`config.mk`:
```
export PLATFORM = sky130hd
export DESIGN_NAME = gbm_tree_walker_flat
export DESIGN_NICKNAME = d
export VERILOG_FILES = /design/src/rtl/gbm_tree_walker_pkg.sv /design/src/rtl/gbm_tree_walker_if.sv /design/src/rtl/gbm_tree_walker_node_decode.sv /design/src/rtl/gbm_tree_walker.sv /design/src/flat_wrapper.sv
export SDC_FILE = /design/constraint.sdc
export NUM_CORES = 1
export LEC_CHECK = 0
export ABC_AREA = 1
export BUFFER_PORTS_ARGS = -buffer_cell sky130_fd_sc_hd__buf_2
export CORE_UTILIZATION = 45
export CTS_CLUSTER_DIAMETER = 100
export CTS_CLUSTER_SIZE = 10
export DETAILED_ROUTE_END_ITERATION = 12
export PLACE_DENSITY = 0.73
export SYNTH_ARGS = -nofsm -noshare
export SYNTH_HDL_FRONTEND = slang
export SYNTH_SLANG_ARGS = --single-unit
```
`constraint.sdc`:
```
create_clock -name clk -period 3.6 [get_ports clk]
set_input_delay 0.72 -clock clk [delete_from_list [all_inputs] [get_ports clk]]
set_output_delay 0.72 -clock clk [all_outputs]
set_load 0.02 [all_outputs]
```
`src/rtl/gbm_tree_walker_pkg.sv`:
```
// Shared types for the decision-tree walker: node layout, FSM states.
// Node word is 64 bits spanning two 32-bit tree-memory words.
package gbm_tree_pkg;

  localparam int LEAF_BIT   = 63;
  localparam int LCHILD_HI  = 53;
  localparam int LCHILD_LO  = 43;
  localparam int FIDX_HI    = 42;
  localparam int FIDX_LO    = 32;
  localparam int THR_HI     = 31;
  localparam int THR_LO     = 0;
  localparam int NODE_WORDS = 2;
  localparam int NODE_AW    = LCHILD_HI - LCHILD_LO + 1;

  typedef enum logic [2:0] {
    IDLE,
    FETCH_NODE,
    WAIT_NODE,
    FETCH_FEAT,
    WAIT_FEAT,
    DONE
  } walk_state_e;

  typedef struct packed {
    logic               leaf;
    logic [NODE_AW-1:0] lchild;
    logic [NODE_AW-1:0] fidx;
    logic [31:0]        thr;
  } node_t;

endpackage

```
`src/rtl/gbm_tree_walker_if.sv`:
```
// Job, tree-memory and result bundle of the tree walker.
// res_cycles exists only with GBM_WALK_CYCLE_CNT_EN.
interface gbm_tree_walker_if #(
  parameter int ADDR_WIDTH = 11,
  parameter int DEPTH_W    = 5
);

  logic                  job_valid;
  logic                  job_ready;
  logic [ADDR_WIDTH-1:0] job_root_addr;
  logic [ADDR_WIDTH-1:0] job_feat_base;

  logic                  mem_rea;
  logic [ADDR_WIDTH-1:0] mem_addr_a;
  logic [63:0]           mem_dout1;
  logic                  mem_valid1;
  logic                  mem_reb;
  logic [ADDR_WIDTH-1:0] mem_addr_b;
  logic [31:0]           mem_dout2;
  logic                  mem_valid2;

  logic                  res_valid;
  logic                  res_ready;
  logic [31:0]           res_value;
  logic [DEPTH_W-1:0]    res_depth;
  logic                  res_err;
`ifdef GBM_WALK_CYCLE_CNT_EN
  logic [15:0]           res_cycles;
`endif

  modport master (
    input  job_valid, job_root_addr, job_feat_base,
    input  mem_dout1, mem_valid1,
    input  mem_dout2, mem_valid2,
    input  res_ready,
    output job_ready,
    output mem_rea, mem_addr_a,
    output mem_reb, mem_addr_b,
    output res_valid, res_value, res_depth, res_err
`ifdef GBM_WALK_CYCLE_CNT_EN
    , output res_cycles
`endif
  );

  modport slave (
    output job_valid, job_root_addr, job_feat_base,
    output mem_dout1, mem_valid1,
    output mem_dout2, mem_valid2,
    output res_ready,
    input  job_ready,
    input  mem_rea, mem_addr_a,
    input  mem_reb, mem_addr_b,
    input  res_valid, res_value, res_depth, res_err
`ifdef GBM_WALK_CYCLE_CNT_EN
    , input res_cycles
`endif
  );

endinterface

```
`src/rtl/gbm_tree_walker_node_decode.sv`:
```
// Unpacks a 64-bit tree node and picks the child for a feature.
// Equal feature and threshold take the right child.
module gbm_node_decode
  import gbm_tree_pkg::*;
#(
  parameter int ADDR_WIDTH = 11
) (
  input  logic [63:0]           node_i,
  input  logic [31:0]           feat_i,
  output logic                  leaf_o,
  output logic [NODE_AW-1:0]    fidx_o,
  output logic [31:0]           thr_o,
  output logic [ADDR_WIDTH-1:0] child_o
);

  node_t                 n;
  logic [ADDR_WIDTH-1:0] left;
  logic                  unused_bits;

  assign n.leaf   = node_i[LEAF_BIT];
  assign n.lchild = node_i[LCHILD_HI:LCHILD_LO];
  assign n.fidx   = node_i[FIDX_HI:FIDX_LO];
  assign n.thr    = node_i[THR_HI:THR_LO];

  assign unused_bits = ^node_i[LEAF_BIT-1:LCHILD_HI+1];

  assign leaf_o = n.leaf;
  assign fidx_o = n.fidx;
  assign thr_o  = n.thr;
  assign left   = ADDR_WIDTH'(n.lchild);

  assign child_o = ($signed(feat_i) < $signed(n.thr))
                 ? left
                 : left + ADDR_WIDTH'(NODE_WORDS);

endmodule

```
`src/rtl/gbm_tree_walker.sv`:
```
// Walks one decision tree per job and returns the leaf value.
// Define GBM_WALK_CYCLE_CNT_EN to add the res_cycles latency output.
module gbm_tree_walker
  import gbm_tree_pkg::*;
#(
  parameter int ADDR_WIDTH = 11,
  parameter int MAX_DEPTH  = 16,
  parameter int DEPTH_W    = 5
) (
  input logic           clk,
  input logic           rst_n,
  gbm_tree_walker_if.master bus
);

  walk_state_e state_q, state_d;

  logic [ADDR_WIDTH-1:0] base_q, base_d;
  logic [ADDR_WIDTH-1:0] addr_a_q, addr_a_d;
  logic [ADDR_WIDTH-1:0] addr_b_q, addr_b_d;
  logic [63:0]           node_q, node_d;
  logic [DEPTH_W-1:0]    depth_q, depth_d;
  logic                  job_ready_q, job_ready_d;
  logic                  rea_q, rea_d;
  logic                  reb_q, reb_d;
  logic                  res_valid_q, res_valid_d;
  logic                  res_err_q, res_err_d;
  logic [31:0]           res_value_q, res_value_d;
  logic [DEPTH_W-1:0]    res_depth_q, res_depth_d;

  logic [63:0]           dec_node;
  logic                  dec_leaf;
  logic [NODE_AW-1:0]    dec_fidx;
  logic [31:0]           dec_thr;
  logic [ADDR_WIDTH-1:0] dec_child;
  logic                  at_max;

  // Node fields come straight off the bus while the node lands.
  assign dec_node = (state_q == WAIT_NODE) ? bus.mem_dout1 : node_q;
  assign at_max   = (depth_q == DEPTH_W'(MAX_DEPTH));

  gbm_node_decode #(
    .ADDR_WIDTH (ADDR_WIDTH)
  ) u_dec (
    .node_i  (dec_node),
    .feat_i  (bus.mem_dout2),
    .leaf_o  (dec_leaf),
    .fidx_o  (dec_fidx),
    .thr_o   (dec_thr),
    .child_o (dec_child)
  );

  always_ff @(posedge clk) begin
    if (!rst_n) begin
      state_q     <= IDLE;
      base_q      <= '0;
      addr_a_q    <= '0;
      addr_b_q    <= '0;
      node_q      <= '0;
      depth_q     <= '0;
      job_ready_q <= 1'b1;
      rea_q       <= 1'b0;
      reb_q       <= 1'b0;
      res_valid_q <= 1'b0;
      res_err_q   <= 1'b0;
      res_value_q <= '0;
      res_depth_q <= '0;
    end else begin
      state_q     <= state_d;
      base_q      <= base_d;
      addr_a_q    <= addr_a_d;
      addr_b_q    <= addr_b_d;
      node_q      <= node_d;
      depth_q     <= depth_d;
      job_ready_q <= job_ready_d;
      rea_q       <= rea_d;
      reb_q       <= reb_d;
      res_valid_q <= res_valid_d;
      res_err_q   <= res_err_d;
      res_value_q <= res_value_d;
      res_depth_q <= res_depth_d;
    end
  end

  always_comb begin
    state_d = state_q;
    unique case (state_q)
      IDLE:       if (bus.job_valid) state_d = FETCH_NODE;
      FETCH_NODE: state_d = WAIT_NODE;
      WAIT_NODE:
        if (bus.mem_valid1)
          state_d = (dec_leaf || at_max) ? DONE : FETCH_FEAT;
      FETCH_FEAT: state_d = WAIT_FEAT;
      WAIT_FEAT:  if (bus.mem_valid2) state_d = FETCH_NODE;
      DONE:       if (bus.res_ready) state_d = IDLE;
      default:    state_d = IDLE;
    endcase
  end

  always_comb begin
    base_d      = base_q;
    addr_a_d    = addr_a_q;
    addr_b_d    = addr_b_q;
    node_d      = node_q;
    depth_d     = depth_q;
    job_ready_d = job_ready_q;
    rea_d       = 1'b0;
    reb_d       = 1'b0;
    res_valid_d = res_valid_q;
    res_err_d   = res_err_q;
    res_value_d = res_value_q;
    res_depth_d = res_depth_q;
    unique case (state_q)
      IDLE:
        if (bus.job_valid) begin
          base_d      = bus.job_feat_base;
          addr_a_d    = bus.job_root_addr;
          depth_d     = '0;
          rea_d       = 1'b1;
          job_ready_d = 1'b0;
        end
      WAIT_NODE:
        if (bus.mem_valid1) begin
          node_d = bus.mem_dout1;
          if (dec_leaf || at_max) begin
            res_valid_d = 1'b1;
            res_err_d   = !dec_leaf;
            res_value_d = dec_leaf ? dec_thr : 32'd0;
            res_depth_d = depth_q;
          end else begin
            reb_d    = 1'b1;
            addr_b_d = base_q + ADDR_WIDTH'(dec_fidx);
          end
        end
      WAIT_FEAT:
        if (bus.mem_valid2) begin
          addr_a_d = dec_child;
          depth_d  = depth_q + DEPTH_W'(1);
          rea_d    = 1'b1;
        end
      DONE:
        if (bus.res_ready) begin
          res_valid_d = 1'b0;
          job_ready_d = 1'b1;
        end
      default: ;
    endcase
  end

  assign bus.job_ready  = job_ready_q;
  assign bus.mem_rea    = rea_q;
  assign bus.mem_addr_a = addr_a_q;
  assign bus.mem_reb    = reb_q;
  assign bus.mem_addr_b = addr_b_q;
  assign bus.res_valid  = res_valid_q;
  assign bus.res_value  = res_value_q;
  assign bus.res_depth  = res_depth_q;
  assign bus.res_err    = res_err_q;

`ifdef GBM_WALK_CYCLE_CNT_EN
  logic [15:0] cyc_q, cyc_d, cyc_inc;
  logic [15:0] res_cyc_q, res_cyc_d;

  // The accept cycle counts as 1; saturates at all-ones.
  assign cyc_inc = (&cyc_q) ? cyc_q : cyc_q + 16'd1;

  always_comb begin
    cyc_d     = cyc_q;
    res_cyc_d = res_cyc_q;
    unique case (state_q)
      IDLE:    if (bus.job_valid) cyc_d = 16'd1;
      FETCH_NODE, WAIT_NODE,
      FETCH_FEAT, WAIT_FEAT:
               cyc_d = cyc_inc;
      default: ;
    endcase
    if (state_q == WAIT_NODE && state_d == DONE)
      res_cyc_d = cyc_inc;
  end

  always_ff @(posedge clk) begin
    if (!rst_n) begin
      cyc_q     <= '0;
      res_cyc_q <= '0;
    end else begin
      cyc_q     <= cyc_d;
      res_cyc_q <= res_cyc_d;
    end
  end

  assign bus.res_cycles = res_cyc_q;
`endif

endmodule

```
`src/flat_wrapper.sv`:
```
// flat-port wrapper written by rule: the top's interface ports become plain ports
module gbm_tree_walker_flat import gbm_tree_pkg::*;
#(
  parameter int ADDR_WIDTH = 11,
  parameter int MAX_DEPTH  = 16,
  parameter int DEPTH_W    = 5
)
  (clk, rst_n, bus_job_valid, bus_job_root_addr, bus_job_feat_base, bus_mem_dout1, bus_mem_valid1, bus_mem_dout2, bus_mem_valid2, bus_res_ready, bus_job_ready, bus_mem_rea, bus_mem_addr_a, bus_mem_reb, bus_mem_addr_b, bus_res_valid, bus_res_value, bus_res_depth, bus_res_err);
  gbm_tree_walker_if #(.ADDR_WIDTH(ADDR_WIDTH), .DEPTH_W(DEPTH_W)) bus_i ();
  input logic clk;
  input logic rst_n;
  input wire logic [$bits(bus_i.job_valid)-1:0] bus_job_valid;
  input wire logic [$bits(bus_i.job_root_addr)-1:0] bus_job_root_addr;
  input wire logic [$bits(bus_i.job_feat_base)-1:0] bus_job_feat_base;
  input wire logic [$bits(bus_i.mem_dout1)-1:0] bus_mem_dout1;
  input wire logic [$bits(bus_i.mem_valid1)-1:0] bus_mem_valid1;
  input wire logic [$bits(bus_i.mem_dout2)-1:0] bus_mem_dout2;
  input wire logic [$bits(bus_i.mem_valid2)-1:0] bus_mem_valid2;
  input wire logic [$bits(bus_i.res_ready)-1:0] bus_res_ready;
  output wire logic [$bits(bus_i.job_ready)-1:0] bus_job_ready;
  output wire logic [$bits(bus_i.mem_rea)-1:0] bus_mem_rea;
  output wire logic [$bits(bus_i.mem_addr_a)-1:0] bus_mem_addr_a;
  output wire logic [$bits(bus_i.mem_reb)-1:0] bus_mem_reb;
  output wire logic [$bits(bus_i.mem_addr_b)-1:0] bus_mem_addr_b;
  output wire logic [$bits(bus_i.res_valid)-1:0] bus_res_valid;
  output wire logic [$bits(bus_i.res_value)-1:0] bus_res_value;
  output wire logic [$bits(bus_i.res_depth)-1:0] bus_res_depth;
  output wire logic [$bits(bus_i.res_err)-1:0] bus_res_err;
  assign bus_i.job_valid = bus_job_valid;
  assign bus_i.job_root_addr = bus_job_root_addr;
  assign bus_i.job_feat_base = bus_job_feat_base;
  assign bus_i.mem_dout1 = bus_mem_dout1;
  assign bus_i.mem_valid1 = bus_mem_valid1;
  assign bus_i.mem_dout2 = bus_mem_dout2;
  assign bus_i.mem_valid2 = bus_mem_valid2;
  assign bus_i.res_ready = bus_res_ready;
  assign bus_job_ready = bus_i.job_ready;
  assign bus_mem_rea = bus_i.mem_rea;
  assign bus_mem_addr_a = bus_i.mem_addr_a;
  assign bus_mem_reb = bus_i.mem_reb;
  assign bus_mem_addr_b = bus_i.mem_addr_b;
  assign bus_res_valid = bus_i.res_valid;
  assign bus_res_value = bus_i.res_value;
  assign bus_res_depth = bus_i.res_depth;
  assign bus_res_err = bus_i.res_err;
  gbm_tree_walker #(.ADDR_WIDTH(ADDR_WIDTH), .MAX_DEPTH(MAX_DEPTH), .DEPTH_W(DEPTH_W)) u_core (.clk(clk), .rst_n(rst_n), .bus(bus_i));
endmodule
```
==> results.py <==
metrics = {
    "clock_tree": {
        "clock-sinks": 138,
        "clkTransAtPathRegs_ns": 0.06,
        "cts_buffers": 17,
        "cts_resized": 0,
        "ctsHoldBuffers": 0,
        "cts-htree-levels": 4,
        "clockBufferDepth": 2,
        "insertion_delay_ns": 0.42,
        "cts_tree": "built",
        "cts_setup_buffers": 0,
        "clockRootBuffer": "clkbuf_16",
    },
    "place": {
        "place.gp.congestion": 0.875,
        "port-buffer-count": 178,
        "hpwl_mm": 13.0,
        "postPlaceCellArea_um2": 8180,
        "post-place-ws_ns": 0.397,
    },
    "power": {
        "seqPwrFrac": 0.342,
        "power.density_nw_per_um2": 635,
        "p_comb_frac": 0.349,
        "irDropWorstVdd_v": 0.000328,
        "swShare": 0.366,
        "p_int_w": 0.00353,
        "power_switching_w": 0.00204,
        "p_clk_frac": 0.309,
        "p_leak_nw": 4.22,
    },
    "layout": {
        "area_growth_syn_to_layout_pct": 23.1,
        "fin_area_um2": 8760,
        "fillers": 1524,
        "final_common_cell": "nand2_1",
        "layout-drive-gt1-share": 0.216,
        "layout_common_cells": "237 x nand2_1, 178 x buf_2, 138 x dfxtp_1",
        "nNetsFinal": 1340,
    },
    "routing": {
        "drc": 0,
        "ant_nets": 0,
        "routed_wl_mm": 18.5,
        "route.detailed.wl_per_inst_um": 13.3,
        "vias": 6949,
        "drt_iter0_drc": 400,
        "vias_per_cell": 4.98,
        "first_pass_iters": 5,
    },
    "yosys": {
        "synth-edff-count": 0,
        "synth_area_per_cell_um2": 7.06,
        "synthCells": 1008,
        "synth_top_cell_area_share": 0.388,
        "synth_nets": 1177,
        "async_flop_share": 0,
        "synth_cell_types": 44,
        "yosysTopAreaCell": "dfxtp_1",
        "synth_area_um2": 7120,
        "synth-main-ff-cell": "dfxtp_1",
        "yosys_warnings": 0,
        "ys_ff_latch": 138,
        "synth_area_leaders": "dfxtp_1 39%, nand2_1 13%, a21oi_1 8.9%, o21ai_0 8.2%, ha_1 7.7%",
        "synth_seq_area_share": 0.388,
    },
    "global_routing": {
        "grt_pass1_vias": 6352,
        "grt_max_degree": 76,
        "overflow": 0,
        "grt_pass1_wl_mm": 30.1,
        "antenna_found_initial": 2,
        "grt_use_total": 0.233,
    },
    "timing": {
        "slew_headroom": 0.227,
        "hold_violations": 0,
        "setup_viol": 0,
        "period_share": 0.891,
        "fin_worst_skew_ns": 0.00776,
        "layout_setup_ws_ns": 0.392,
        "final_max_slew_viol_count": 0,
        "rsz0062_at_grt": "false",
        "max_freq_ghz": 0.312,
        "tightest_slew_ns": 1.16,
        "min_period_ns": 3.21,
        "fin_tns_setup_ns": 0,
        "fin_hold_ws_ns": 0.453,
    },
    "setup_path": {
        "cp_cell_sequence": "inv_2 -> nand3_4 -> inv_1 -> nand2_1 -> nand2_1 -> ha_1 -> fa_1 -> nand3_1 -> nand3_1 -> nand2_1 -> nand2_1 -> a21oi_1 -> o21ai_0 -> nand2_1 -> a21boi_0 -> nor2_1 -> o21bai_1 -> or2_2 -> a21oi_1",
        "cp-start-kind": "flip-flop",
        "ff2ff_setup_slack_ns": 0.39,
        "crit_fanout": 19,
        "cp_slowest_cell": "fa_1",
        "critical_path_class": "flip-flop to flip-flop",
        "slowest_delay_ns": 0.41,
        "crit_buf_inv": 2,
        "cp.arrival_ns": 3.55,
        "crit_path_end_kind": "flip-flop",
        "path_common_cell": "nand2_1",
        "cp_data_required_time_ns": 3.95,
        "critPathTopFamily": "simple AND/OR/NAND/NOR gates",
    },
    "run": {
        "max_cap_viol_count": 0,
    },
    "floorplan": {
        "die_width_um": 128,
        "fp.dieArea_um2": 16300,
        "io_pins": 188,
        "core-area_um2": 15300,
        "rows": 45,
        "start_util": 0.465,
        "dieHeight_um": 128,
    },
    "status": {
        "outcome": "complete, no violations",
    },
    "min_path": {
        "hp-class": "flip-flop to flip-flop",
    },
}
[cells in the mapped netlist (4+ instances only)]
cell / count
nand4_1: 5
o21ai_0: 116
o21ai_1: 8
nand2_2: 4
nand3_1: 37
a22o_1: 4
dfxtp_1: 138
nor3_1: 6
ha_1: 44
xor2_1: 7
buf_2: 14
or2_2: 5
a21oi_1: 127
nand2_1: 237
nor2_1: 49
clkbuf_1: 31
inv_1: 125
inv_2: 7
[power by group through the flow]
stage | combinational (W) | clock (W) | sequential [W]
after floorplan | 0.00136 | 0 | 0.00200
after global placement | 0.00190 | 0 | 0.00192
after detailed placement | 0.00194 | 0 | 0.00193
after CTS | 0.00196 | 0.00174 | 0.00190
after global routing | 0.00223 | 0.00180 | 0.00193
final | 0.00194 | 0.00172 | 0.00190
[stage by stage]
stage	utilization	instances	power, W
detailed placement	0.534	1363	0.00387
global placement	0.534	1363	0.00382
finish	0.572	1396	0.00556
CTS	0.572	1395	0.00560
floorplan	-	1008	0.00336
global route	0.572	1396	0.00596
[logic make-up (layout without fill, tap and decap cells)]
group / after synthesis / count (layout) / synth area share
AO/OA/AOI/OAI: 280 / 280 / 0.209
XOR/XNOR: 8 / 8 / 0.00985
adder cells (fa/ha/maj): 45 / 45 / 0.0802
buffers and inverters: 180 / 356 / 0.0985
flip-flops: 138 / 138 / 0.388
other: 0 / 1 / 0
AND/OR/NAND/NOR: 357 / 357 / 0.214
[state kept, by name (all words and copies together) (netlist names)]
name,count
u_core.depth_q,5
u_core.bus.mem_reb,1
u_core.base_q,11
u_core.bus.res_depth,5
u_core.bus.res_valid,1
u_core.bus.mem_rea,1
u_core.bus.res_value,32
u_core.bus.job_ready,1
u_core.bus.mem_addr_a,11
u_core.state_q,3
u_core.bus.mem_addr_b,11
u_core.node_q,55
u_core.bus.res_err,1
[worst reg2reg max path: stages, from the launching register on]
cell and delay, ns:
dfxtp_1 0.38, inv_2 0.09, nand3_4 0.18, inv_1 0.23, nand2_1 0.11, nand2_1 0.06
ha_1 0.20, fa_1 0.41, nand3_1 0.11, nand3_1 0.08, nand2_1 0.08, nand2_1 0.06
a21oi_1 0.19, o21ai_0 0.12, nand2_1 0.09, a21boi_0 0.11, nor2_1 0.11, o21bai_1 0.08
or2_2 0.28, a21oi_1 0.15
[worst paths after layout]
| kind | from | endpoint | cells past startpoint |
|---|---|---|---|
| max | u_core.state_q[2] | u_core.bus.mem_addr_b[10] | 19 |
| min | u_core.node_q[52] | u_core.node_q[52] | 2 |
| max reg2reg | u_core.state_q[2] | u_core.bus.mem_addr_b[10] | 19 |
| min reg2reg | u_core.node_q[52] | u_core.node_q[52] | 2 |
[cell type report]
| cell class | instances | area, µm² | area share |
|---|---|---|---|
| antenna | 1 | 2.50 | 0.000286 |
| tap | 211 | 264 | 0.0301 |
| timing repair buffer | 190 | 993 | 0.113 |
| multi-input combinational | 690 | 3650 | 0.417 |
| clock buffer | 20 | 457 | 0.0521 |
| clock inverter | 12 | 124 | 0.0141 |
| sequential | 138 | 2760 | 0.315 |
| inverter | 134 | 503 | 0.0574 |
[metal layers]
layer  global-route usage  vias up  routed length, µm
met5                    0        -                 10
li1                     -     3618                  -
met1                0.301     3134               8620
met2                0.384      174               8650
met3               0.0572       21               1020
met4               0.0685        2                235
No activity file was read; power rests on OpenSTA's default activity.
